$ cat src/rtl/usb_rx_bit_decoder_if.sv
// usb_rx_bit_decoder_if: raw USB pin inputs and the decoded serial stream
// produced by the receive front end. The decoder attaches as slave.
interface usb_rx_bit_decoder_if;
    logic d_plus_in;
    logic d_minus_in;
    logic d_orig;
    logic shift_enable;
    logic eop;
    logic stuff_error;

    modport master (
        output d_plus_in,
        output d_minus_in,
        input  d_orig,
        input  shift_enable,
        input  eop,
        input  stuff_error
    );

    modport slave (
        input  d_plus_in,
        input  d_minus_in,
        output d_orig,
        output shift_enable,
        output eop,
        output stuff_error
    );
endinterface

$ cat src/rtl/usb_rx_bit_decoder.sv
// usb_rx_bit_decoder: USB receive front end. Synchronizes D+/D-, recovers
// bit timing from D+ transitions, NRZI-decodes, strips stuffed bits and
// detects SE0 end-of-packet. Emits d_orig with a one-cycle shift_enable
// strobe per data bit.
// Optional feature: define USB_RX_STUFF_ERR_EN to flag a seventh consecutive
// 1 as a stuffing violation (stuff_error pulse, packet abandoned until EOP).
// Without it stuff_error is tied low and the seventh 1 is passed as data.
module usb_rx_bit_decoder #(
    parameter int CLKS_PER_BIT = 8,
    parameter int SAMPLE_POINT = 3
) (
    input logic                 clk,
    input logic                 n_rst,
    usb_rx_bit_decoder_if.slave rx_if
);
    localparam int TW = (CLKS_PER_BIT > 1) ? $clog2(CLKS_PER_BIT) : 1;
    localparam logic [TW-1:0] TMR_LAST   = TW'(CLKS_PER_BIT - 1);
    localparam logic [TW-1:0] TMR_SAMPLE = TW'(SAMPLE_POINT);

    typedef enum logic [1:0] {IDLE, DATA, SE0_SEEN} state_e;

    state_e        state_q, state_d;
    logic          dp_meta_q, dp_sync_q, dm_meta_q, dm_sync_q, dp_prev_q;
    logic [TW-1:0] timer_q, timer_d;
    logic          prev_level_q, prev_level_d;
    logic [2:0]    ones_q, ones_d;
    logic [1:0]    se0_cnt_q, se0_cnt_d;
    logic          d_orig_q, d_orig_d;
    logic          shift_en_q, shift_en_d;
    logic          eop_q, eop_d;

    logic edge_det, sample, se0, eop_hit, line_bit, nrzi_bit, accept;
    logic stuff_err_hit, locked;

    assign edge_det = dp_sync_q ^ dp_prev_q;
    assign sample   = (timer_q == TMR_SAMPLE);
    assign se0      = ~dp_sync_q & ~dm_sync_q;
    assign eop_hit  = sample & ~se0 & (se0_cnt_q >= 2'd2);
    assign line_bit = sample & ~se0 & ~eop_hit;
    assign nrzi_bit = (dp_sync_q == prev_level_q);
    // Outside IDLE every J/K bit is data; from IDLE only a K opens a packet.
    assign accept   = line_bit & ((state_q != IDLE) | (~dp_sync_q & ~locked));

`ifdef USB_RX_STUFF_ERR_EN
    logic lock_q, lock_d;
    logic stuff_err_q;

    assign stuff_err_hit     = accept & nrzi_bit & (ones_q == 3'd6);
    assign locked            = lock_q;
    assign rx_if.stuff_error = stuff_err_q;

    // After a violation the packet is abandoned; only an EOP re-arms reception.
    always_comb begin
        lock_d = lock_q;
        if (stuff_err_hit)
            lock_d = 1'b1;
        else if (eop_hit)
            lock_d = 1'b0;
    end

    // Violation flag register and pulse.
    always_ff @(posedge clk or negedge n_rst) begin
        if (!n_rst) begin
            lock_q      <= 1'b0;
            stuff_err_q <= 1'b0;
        end else begin
            lock_q      <= lock_d;
            stuff_err_q <= stuff_err_hit;
        end
    end
`else
    assign stuff_err_hit     = 1'b0;
    assign locked            = 1'b0;
    assign rx_if.stuff_error = 1'b0;
`endif

    assign rx_if.d_orig       = d_orig_q;
    assign rx_if.shift_enable = shift_en_q;
    assign rx_if.eop          = eop_q;

    // Two-flop synchronizers on both pins plus the previous synced D+ for edge detect.
    always_ff @(posedge clk or negedge n_rst) begin
        if (!n_rst) begin
            dp_meta_q <= 1'b1;
            dp_sync_q <= 1'b1;
            dm_meta_q <= 1'b0;
            dm_sync_q <= 1'b0;
            dp_prev_q <= 1'b1;
        end else begin
            dp_meta_q <= rx_if.d_plus_in;
            dp_sync_q <= dp_meta_q;
            dm_meta_q <= rx_if.d_minus_in;
            dm_sync_q <= dm_meta_q;
            dp_prev_q <= dp_sync_q;
        end
    end

    // Bit timer: an edge re-aligns the timer and beats the wrap.
    always_comb begin
        timer_d = timer_q + 1'b1;
        if (edge_det)
            timer_d = '0;
        else if (timer_q == TMR_LAST)
            timer_d = '0;
    end

    // State register.
    always_ff @(posedge clk or negedge n_rst) begin
        if (!n_rst)
            state_q <= IDLE;
        else
            state_q <= state_d;
    end

    // Next-state logic.
    always_comb begin
        state_d = state_q;
        case (state_q)
            IDLE: begin
                if (accept)
                    state_d = DATA;
            end
            DATA: begin
                if (sample & se0)
                    state_d = SE0_SEEN;
                else if (stuff_err_hit)
                    state_d = IDLE;
            end
            SE0_SEEN: begin
                if (eop_hit)
                    state_d = IDLE;
                else if (stuff_err_hit)
                    state_d = IDLE;
                else if (accept)
                    state_d = DATA;
            end
            default: state_d = IDLE;
        endcase
    end

    // Sample classification, NRZI decode, unstuffing and output strobes.
    always_comb begin
        prev_level_d = prev_level_q;
        ones_d       = ones_q;
        se0_cnt_d    = se0_cnt_q;
        d_orig_d     = d_orig_q;
        shift_en_d   = 1'b0;
        eop_d        = 1'b0;
        if (sample & se0) begin
            if (se0_cnt_q != 2'd3)
                se0_cnt_d = se0_cnt_q + 2'd1;
            eop_d = (se0_cnt_q == 2'd1);
        end else if (eop_hit) begin
            se0_cnt_d    = 2'd0;
            prev_level_d = 1'b1;
            ones_d       = 3'd0;
        end else if (line_bit) begin
            se0_cnt_d    = 2'd0;
            prev_level_d = dp_sync_q;
            if (stuff_err_hit) begin
                ones_d = 3'd0;
            end else if (accept) begin
                if (nrzi_bit) begin
                    shift_en_d = 1'b1;
                    d_orig_d   = 1'b1;
                    if (ones_q != 3'd6)
                        ones_d = ones_q + 3'd1;
                end else begin
                    // A 0 after six 1s is the transmitter's stuffed bit.
                    ones_d = 3'd0;
                    if (ones_q != 3'd6) begin
                        shift_en_d = 1'b1;
                        d_orig_d   = 1'b0;
                    end
                end
            end
        end
    end

    // Datapath registers and registered outputs.
    always_ff @(posedge clk or negedge n_rst) begin
        if (!n_rst) begin
            timer_q      <= '0;
            prev_level_q <= 1'b1;
            ones_q       <= 3'd0;
            se0_cnt_q    <= 2'd0;
            d_orig_q     <= 1'b1;
            shift_en_q   <= 1'b0;
            eop_q        <= 1'b0;
        end else begin
            timer_q      <= timer_d;
            prev_level_q <= prev_level_d;
            ones_q       <= ones_d;
            se0_cnt_q    <= se0_cnt_d;
            d_orig_q     <= d_orig_d;
            shift_en_q   <= shift_en_d;
            eop_q        <= eop_d;
        end
    end
endmodule
$ cat src/flat_wrapper.sv
// flat-port wrapper written by rule: the top's interface ports become plain ports
module usb_rx_bit_decoder_flat 
#(
    parameter int CLKS_PER_BIT = 8,
    parameter int SAMPLE_POINT = 3
)
  (clk, n_rst, rx_if_d_plus_in, rx_if_d_minus_in, rx_if_d_orig, rx_if_shift_enable, rx_if_eop, rx_if_stuff_error);
  usb_rx_bit_decoder_if rx_if_i ();
  input logic clk;
  input logic n_rst;
  input wire logic [$bits(rx_if_i.d_plus_in)-1:0] rx_if_d_plus_in;
  input wire logic [$bits(rx_if_i.d_minus_in)-1:0] rx_if_d_minus_in;
  output wire logic [$bits(rx_if_i.d_orig)-1:0] rx_if_d_orig;
  output wire logic [$bits(rx_if_i.shift_enable)-1:0] rx_if_shift_enable;
  output wire logic [$bits(rx_if_i.eop)-1:0] rx_if_eop;
  output wire logic [$bits(rx_if_i.stuff_error)-1:0] rx_if_stuff_error;
  assign rx_if_i.d_plus_in = rx_if_d_plus_in;
  assign rx_if_i.d_minus_in = rx_if_d_minus_in;
  assign rx_if_d_orig = rx_if_i.d_orig;
  assign rx_if_shift_enable = rx_if_i.shift_enable;
  assign rx_if_eop = rx_if_i.eop;
  assign rx_if_stuff_error = rx_if_i.stuff_error;
  usb_rx_bit_decoder #(.CLKS_PER_BIT(CLKS_PER_BIT), .SAMPLE_POINT(SAMPLE_POINT)) u_core (.clk(clk), .n_rst(n_rst), .rx_if(rx_if_i));
endmodule
$ cat config.mk
export PLATFORM = sky130hd
export DESIGN_NAME = usb_rx_bit_decoder_flat
export DESIGN_NICKNAME = d
export VERILOG_FILES = /design/src/rtl/usb_rx_bit_decoder_if.sv /design/src/rtl/usb_rx_bit_decoder.sv /design/src/flat_wrapper.sv
export SDC_FILE = /design/constraint.sdc
export NUM_CORES = 1
export LEC_CHECK = 0
export CAP_MARGIN = 0
export CELL_PAD_IN_SITES_DETAIL_PLACEMENT = 1
export CELL_PAD_IN_SITES_GLOBAL_PLACEMENT = 1
export CORE_AREA = 2 2 44 54
export CTS_CLUSTER_SIZE = 14
export DETAILED_ROUTE_END_ITERATION = 8
export DIE_AREA = 0 0 46 56
export DONT_BUFFER_PORTS = 1
export HOLD_SLACK_MARGIN = 0.15
export PLACE_DENSITY = 0.71
export SYNTH_ARGS = -nofsm -noshare
export SYNTH_HDL_FRONTEND = slang
export SYNTH_SLANG_ARGS = --single-unit
$ cat constraint.sdc
create_clock -name clk -period 1.95 [get_ports clk]
set_input_delay 0.585 -clock clk [delete_from_list [all_inputs] [get_ports clk]]
set_output_delay 0.585 -clock clk [all_outputs]
set_load 0.01 [all_outputs]
==> results of run 1 <==
## stage by stage
step / power, W / utilization / setup slack (ns) / instances / area [sq um]
after floorplan: 0.000760 / - / 0.226 / 80 / 923
after global placement: 0.000818 / 0.469 / 0.198 / 100 / 951
after detailed placement: 0.000836 / 0.469 / 0.138 / 100 / 951
after CTS: 0.00105 / 0.487 / 0.125 / 105 / 987
after global routing: 0.00112 / 0.487 / 0.0542 / 105 / 987
final: 0.00102 / 0.487 / 0.164 / 105 / 987
## state kept, by name, summed over array words and instances, names as in the netlist, 2 cells and up
name / count
u_core.ones_q: 3
u_core.se0_cnt_q: 2
u_core.state_q: 2
u_core.timer_q: 3
## power by group through the flow
stage	clock (W)	combinational, W	sequential (W)
6_report	0.000196	0.000256	0.000573
5_1_grt	0.000221	0.000310	0.000586
4_1_cts	0.000209	0.000263	0.000576
3_5_place_dp	0	0.000252	0.000584
3_3_place_gp	0	0.000241	0.000577
2_1_floorplan	0	0.000198	0.000561
## synth_stat cells (all sizes together)
library cell,n
a2111o,1
a211oi,1
a21o,2
a22oi,1
a31o,1
and3,1
buf,2
conb,1
dfrtp,14
dfstp,5
ha,8
inv,5
mux2,1
mux2i,1
nand2,5
nand2b,3
nand3,1
nand3b,2
nand4b,1
nand4bb,1
nor2,6
nor2b,2
nor3,3
o211a,1
o211ai,1
o21a,1
o21ai,3
o21bai,1
o22a,1
o31ai,1
or3,1
xnor2,1
xor2,1
## cell type report
class	count	area [sq um]	area share
repair buffers	3	25.0	0.0253
inverters	5	18.8	0.0190
well taps	20	25.0	0.0253
flip-flops and latches	19	482	0.488
multi-input cells	54	410	0.416
clock buffers	4	26.3	0.0266
## worst register-to-register path, cell delays in order, from the launching register on
cell and delay, ns:
dfrtp_1 0.36, ha_1 0.18, ha_1 0.19, o21ai_2 0.09, or3_4 0.36, a211oi_2 0.21
mux2_1 0.35
## how the worst max path moves through the flow
| stage | startpoint | endpoint | slack (ns) |
|---|---|---|---|
| 3_5_place_dp | u_core.timer_q[0] | u_core.rx_if.d_orig | 0.14 |
| 4_1_cts | u_core.timer_q[0] | u_core.rx_if.d_orig | 0.12 |
| 2_1_floorplan | u_core.timer_q[0] | u_core.rx_if.d_orig | 0.23 |
| 5_1_grt | u_core.timer_q[0] | u_core.ones_q[1] | 0.05 |
| 6_report | u_core.timer_q[0] | u_core.rx_if.d_orig | 0.16 |
| 3_3_place_gp | u_core.timer_q[0] | u_core.rx_if.d_orig | 0.20 |
## per-layer routing
layer | vias up | track usage | routed length [microns]
met5 | - | 0 | 0
met4 | 0 | 0.0857 | 34
met3 | 4 | 0.0390 | 34
met2 | 7 | 0.230 | 778
met1 | 287 | 0.180 | 684
li1 | 287 | - | -
## cells by family after synthesis
| kind of cell | Yosys count |
|---|---|
| other cells | 1 |
| buf+inv | 7 |
| mux | 2 |
| fa+ha+maj | 8 |
| xor+xnor | 2 |
| simple gates | 26 |
| compound gates | 15 |
| flops | 19 |
==> reports/results.tsv, run 1 <==
metric	value	unit
r2r_start	u_core.timer_q[0]	
p_switching	0.000326	W
synth_compound_area_frac	0.133	
endpoint_kind	register	
path_max_fanout	4	
internal_power	0.000699	W
post_cts_buffers	0	
layout_common_cells	dfrtp_1 (14), ha_1 (8), nor2_1 (6)	
cts_tree	done	
avgViaCountPerCell	5.57	
synth_area_leaders	dfrtp_1 (38%), dfstp_2 (14%), ha_1 (11%), nor2_1 (2.4%), inv_1 (2.0%)	
drtIter0Drc	0	
cp_common_cell	ha_1	
p_leak	0.474	nW
whs_path_depth	0	
grt_pass1_vias	627	
critPathArrivalTime	2.02	ns
remaining_drc_errors	0	
die_y	56	microns
syn_avg_cell_area	11.5	sq um
slew_headroom	0.428	
synth_top_family_by_area	simple AND/OR/NAND/NOR gates	
setup_viol	0	
floorplan.initialDensity	0.456	
period_minus_slack	1.79	ns
synth-xor-area-share	0.0190	
cp_cell_sequence	ha_1 > ha_1 > o21ai_2 > or3_4 > a211oi_2 > mux2_1	
grtUsageTotal	0.149	
synthToLayoutAreaGrowth	6.91	%
finalCritPeriodShare	0.916	
grt_overflow	0	
ios	8	
rows	18	
die_width	46	microns
synth.ff_latch_count	19	
worstSetupPathType	reg2reg	
critPathTopFamily	adder cells	
antennaDiodeCount	0	
r2r_end	u_core.rx_if.d_orig	
fmax	0.560	GHz
core_area	2030	sq um
syn_inst	80	
tns	0	ns
wl_per_cell	14.6	microns
drv_cap	0	
slowest_delay	0.36	ns
io_buffers	0	
power_density	1040	nW/um^2
power_frac_seq	0.559	
synthAdderAreaFrac	0.108	
gp_congestion	0.759	
p_clk_frac	0.191	
grt_max_degree	20	
seq_area_frac_synth	0.522	
netlist.area_leader.share	0.379	
clk_latency	0.30	ns
worstHoldPathType	in2reg	
crit_slowest_cell	dfrtp_1	
hold_viol	0	
grt_pass1_wl	2.76	mm
syn_nets	92	
synth_simple_gate_area_frac	0.157	
whs_endpoint	u_core.dp_meta_q	
p_sw_frac	0.318	
die-area	2580	sq um
fin_worst_skew	0.00914	ns
drtPass1Iterations	1	
startpoint_type	register	
min_from	rx_if_d_plus_in	
worst-path-buf-inv	0	
synth_cell_type_count	35	
synth_top_area_cell	dfrtp_1	
cts_resized	0	
dp_hpwl	1.18	mm
syn_area	923	sq um
yosysWarnings	0	
crit_required	2.19	ns
dr_total_vias	585	
drv_slew	0	
cts_hold_buf	1	
rr_worst_depth	6	
wl	1.53	mm
cts_root_buf	clkbuf_4	
max-vdd-ir-drop	0.582	mV
combPwrFrac	0.249	
rsz0062_at_grt	false	
antenna_found_initial	0	
regToRegSetupSlack	0.16	ns
mostFrequentLayoutCell	dfrtp_1	
worst_pin_slew	0.855	ns
hold_ws	0.278	ns
status	finished, final reports clean	
numCtsBuffers	3	
clock-sinks	19	
cp.depth	6	
cts.reportedPaths.clkPinSlew	0.10	ns
layout.nets	98	
ant_nets	0	
drive_gt1_frac	0.153	
fillCellCount	222	
clk_path_buf_depth	2	
muxShareOfSynthArea	0.0230	
htreeDepth	1	
Note: power is estimated with default switching activity, not from simulation.
==> inputs of run 2 (changes only) <==
--- a/config.mk
+++ b/config.mk
@@ -8,13 +8,13 @@
 export CAP_MARGIN = 0
 export CELL_PAD_IN_SITES_DETAIL_PLACEMENT = 1
 export CELL_PAD_IN_SITES_GLOBAL_PLACEMENT = 1
-export CORE_AREA = 2 2 44 54
+export CORE_AREA = 2 2 50 62
 export CTS_CLUSTER_SIZE = 14
 export DETAILED_ROUTE_END_ITERATION = 8
-export DIE_AREA = 0 0 46 56
+export DIE_AREA = 0 0 52 64
 export DONT_BUFFER_PORTS = 1
 export HOLD_SLACK_MARGIN = 0.15
-export PLACE_DENSITY = 0.71
+export PLACE_DENSITY = 0.56
 export SYNTH_ARGS = -nofsm -noshare
 export SYNTH_HDL_FRONTEND = slang
 export SYNTH_SLANG_ARGS = --single-unit
==> run 2 against run 1 <==
Effect of this change: worst setup slack worse by 0.0057 ns; non-clock buffer count did not move; utilization shrank 12 points; largest power group unchanged.
==> reports/results.tsv, run 2 (synthesis results as in run 1) <==
metric	value	unit	change
cp.depth	6		unchanged
setup_viol	0		unchanged
startpoint_type	register		
slowest_delay	0.37	ns	about the same
cts_root_buf	clkbuf_4		
top_regs	u_core.ones_q: 3 flops, u_core.timer_q: 3 flops		
critPathTopFamily	adder cells		
endpoint_kind	register		
critPathArrivalTime	2.02	ns	about the same
avgViaCountPerCell	4.97		-11%
p_sw_frac	0.318		about the same
antenna_found_initial	0		unchanged
internal_power	0.000693	W	-0.73%
hold_viol	0		unchanged
layout_common_cells	dfrtp_1 (14), ha_1 (8), nor2_1 (6)		
mostFrequentLayoutCell	dfrtp_1		
finalCritPeriodShare	0.919		+0.00292
period_minus_slack	1.79	ns	+0.00569 ns
worst-path-buf-inv	0		unchanged
io_buffers	0		unchanged
path_max_fanout	4		unchanged
remaining_drc_errors	0		unchanged
clk_latency	0.29	ns	about the same
tns	0	ns	unchanged
p_leak	0.474	nW	-0.13%
cp_cell_sequence	ha_1 > ha_1 > o21ai_2 > or3_4 > a211oi_2 > mux2_1		
slew_headroom	0.429		+0.000917
grt_overflow	0		unchanged
drive_gt1_frac	0.153		unchanged
wl	1.61	mm	+5.3%
die_width	52	microns	+13%
grt_pass1_vias	623		-0.64%
cts.reportedPaths.clkPinSlew	0.11	ns	about the same
cts_tree	done		
hold_ws	0.285	ns	+0.00723 ns
clk_path_buf_depth	2		unchanged
power_frac_seq	0.566		+0.007
layout.nets	98		unchanged
die-area	3330	sq um	+29%
rows	21		+3
clock-sinks	19		unchanged
core_area	2710	sq um	+34%
numCtsBuffers	3		unchanged
worst_pin_slew	0.854	ns	-0.00137 ns
rr_worst_depth	6		unchanged
dr_total_vias	592		+1.2%
drv_cap	0		unchanged
cp_common_cell	ha_1		
p_switching	0.000324	W	-0.71%
drtIter0Drc	7		+7
grt_pass1_wl	2.86	mm	+3.7%
wl_per_cell	13.6	microns	-7.1%
dp_hpwl	1.24	mm	+5.3%
crit_required	2.18	ns	about the same
grtUsageTotal	0.120		-0.0293
ant_nets	0		unchanged
floorplan.initialDensity	0.341		-0.114
combPwrFrac	0.243		-0.006
whs_path_depth	0		unchanged
cts_resized	0		unchanged
antennaDiodeCount	0		unchanged
gp_congestion	0.692		-8.9%
rsz0062_at_grt	false		
max-vdd-ir-drop	0.320	mV	-45%
htreeDepth	1		unchanged
p_clk_frac	0.191		about the same
drv_slew	0		unchanged
ios	8		unchanged
post_cts_buffers	0		unchanged
drtPass1Iterations	4		+3
fmax	0.558	GHz	-0.32%
synthToLayoutAreaGrowth	8.81	%	
worstHoldPathType	in2reg		
die_y	64	microns	+14%
worstSetupPathType	reg2reg		
grt_max_degree	20		unchanged
crit_slowest_cell	dfrtp_1		
fin_worst_skew	0.00856	ns	-0.000577 ns
status	finished, final reports clean		
power_density	1010	nW/um^2	-2.5%
## run 2: power groups by stage
stage / clock network [W] / registers, W / logic [W]
2_1_floorplan: 0 / 0.000561 / 0.000198
5_1_grt: 0.000230 / 0.000590 / 0.000290
3_3_place_gp: 0 / 0.000583 / 0.000232
3_5_place_dp: 0 / 0.000585 / 0.000244
6_report: 0.000194 / 0.000576 / 0.000247
4_1_cts: 0.000211 / 0.000577 / 0.000255
## run 2: worst paths after layout
path                              startpoint             endpoint  slack, ns
min in group asynchronous              n_rst  u_core.se0_cnt_q[1]       0.83
setup / recovery           u_core.timer_q[0]  u_core.rx_if.d_orig       0.16
max in group asynchronous              n_rst     u_core.dm_sync_q       0.58
setup reg to reg           u_core.timer_q[0]  u_core.rx_if.d_orig       0.16
hold reg to reg             u_core.dm_meta_q     u_core.dm_sync_q       0.36
hold / removal               rx_if_d_plus_in     u_core.dp_meta_q       0.28
## run 2: worst register-to-register path: stages (launching register included)
cell and delay, ns:
dfrtp_1 0.37, ha_1 0.19, ha_1 0.19, o21ai_2 0.09, or3_4 0.36, a211oi_2 0.20
mux2_1 0.35
## run 2: timing repair
item	4_1_cts	5_1_grt
endpoints found under the setup margin	0	0
endpoints found under the hold margin	19	0
hold buffers	1	0
## run 2: layout make-up
class                           instances  area [sq um]
Clock buffer                            4          26.3
Timing Repair Buffer                    3          25.0
Sequential cell                        19           482
Tap cell                               34          42.5
Inverter                                5          18.8
Multi-Input combinational cell         54           410
Fill cell                             307          1700
## run 2: through the flow
step	util	total power, W	instance area, sq um	cells	setup WS [ns]
after detailed placement	0.358	0.000830	968	114	0.134
after CTS	0.371	0.00104	1000	119	0.123
after global placement	0.358	0.000815	968	114	0.196
after global routing	0.371	0.00111	1000	119	0.0476
after floorplan	-	0.000760	923	80	0.226
final	0.371	0.00102	1000	119	0.158
## run 2: routing by layer
layer  track usage  part of all wire
met3        0.0280             0.022
met5             0                 0
met4        0.0691             0.012
met2         0.191              0.52
met1         0.145              0.44
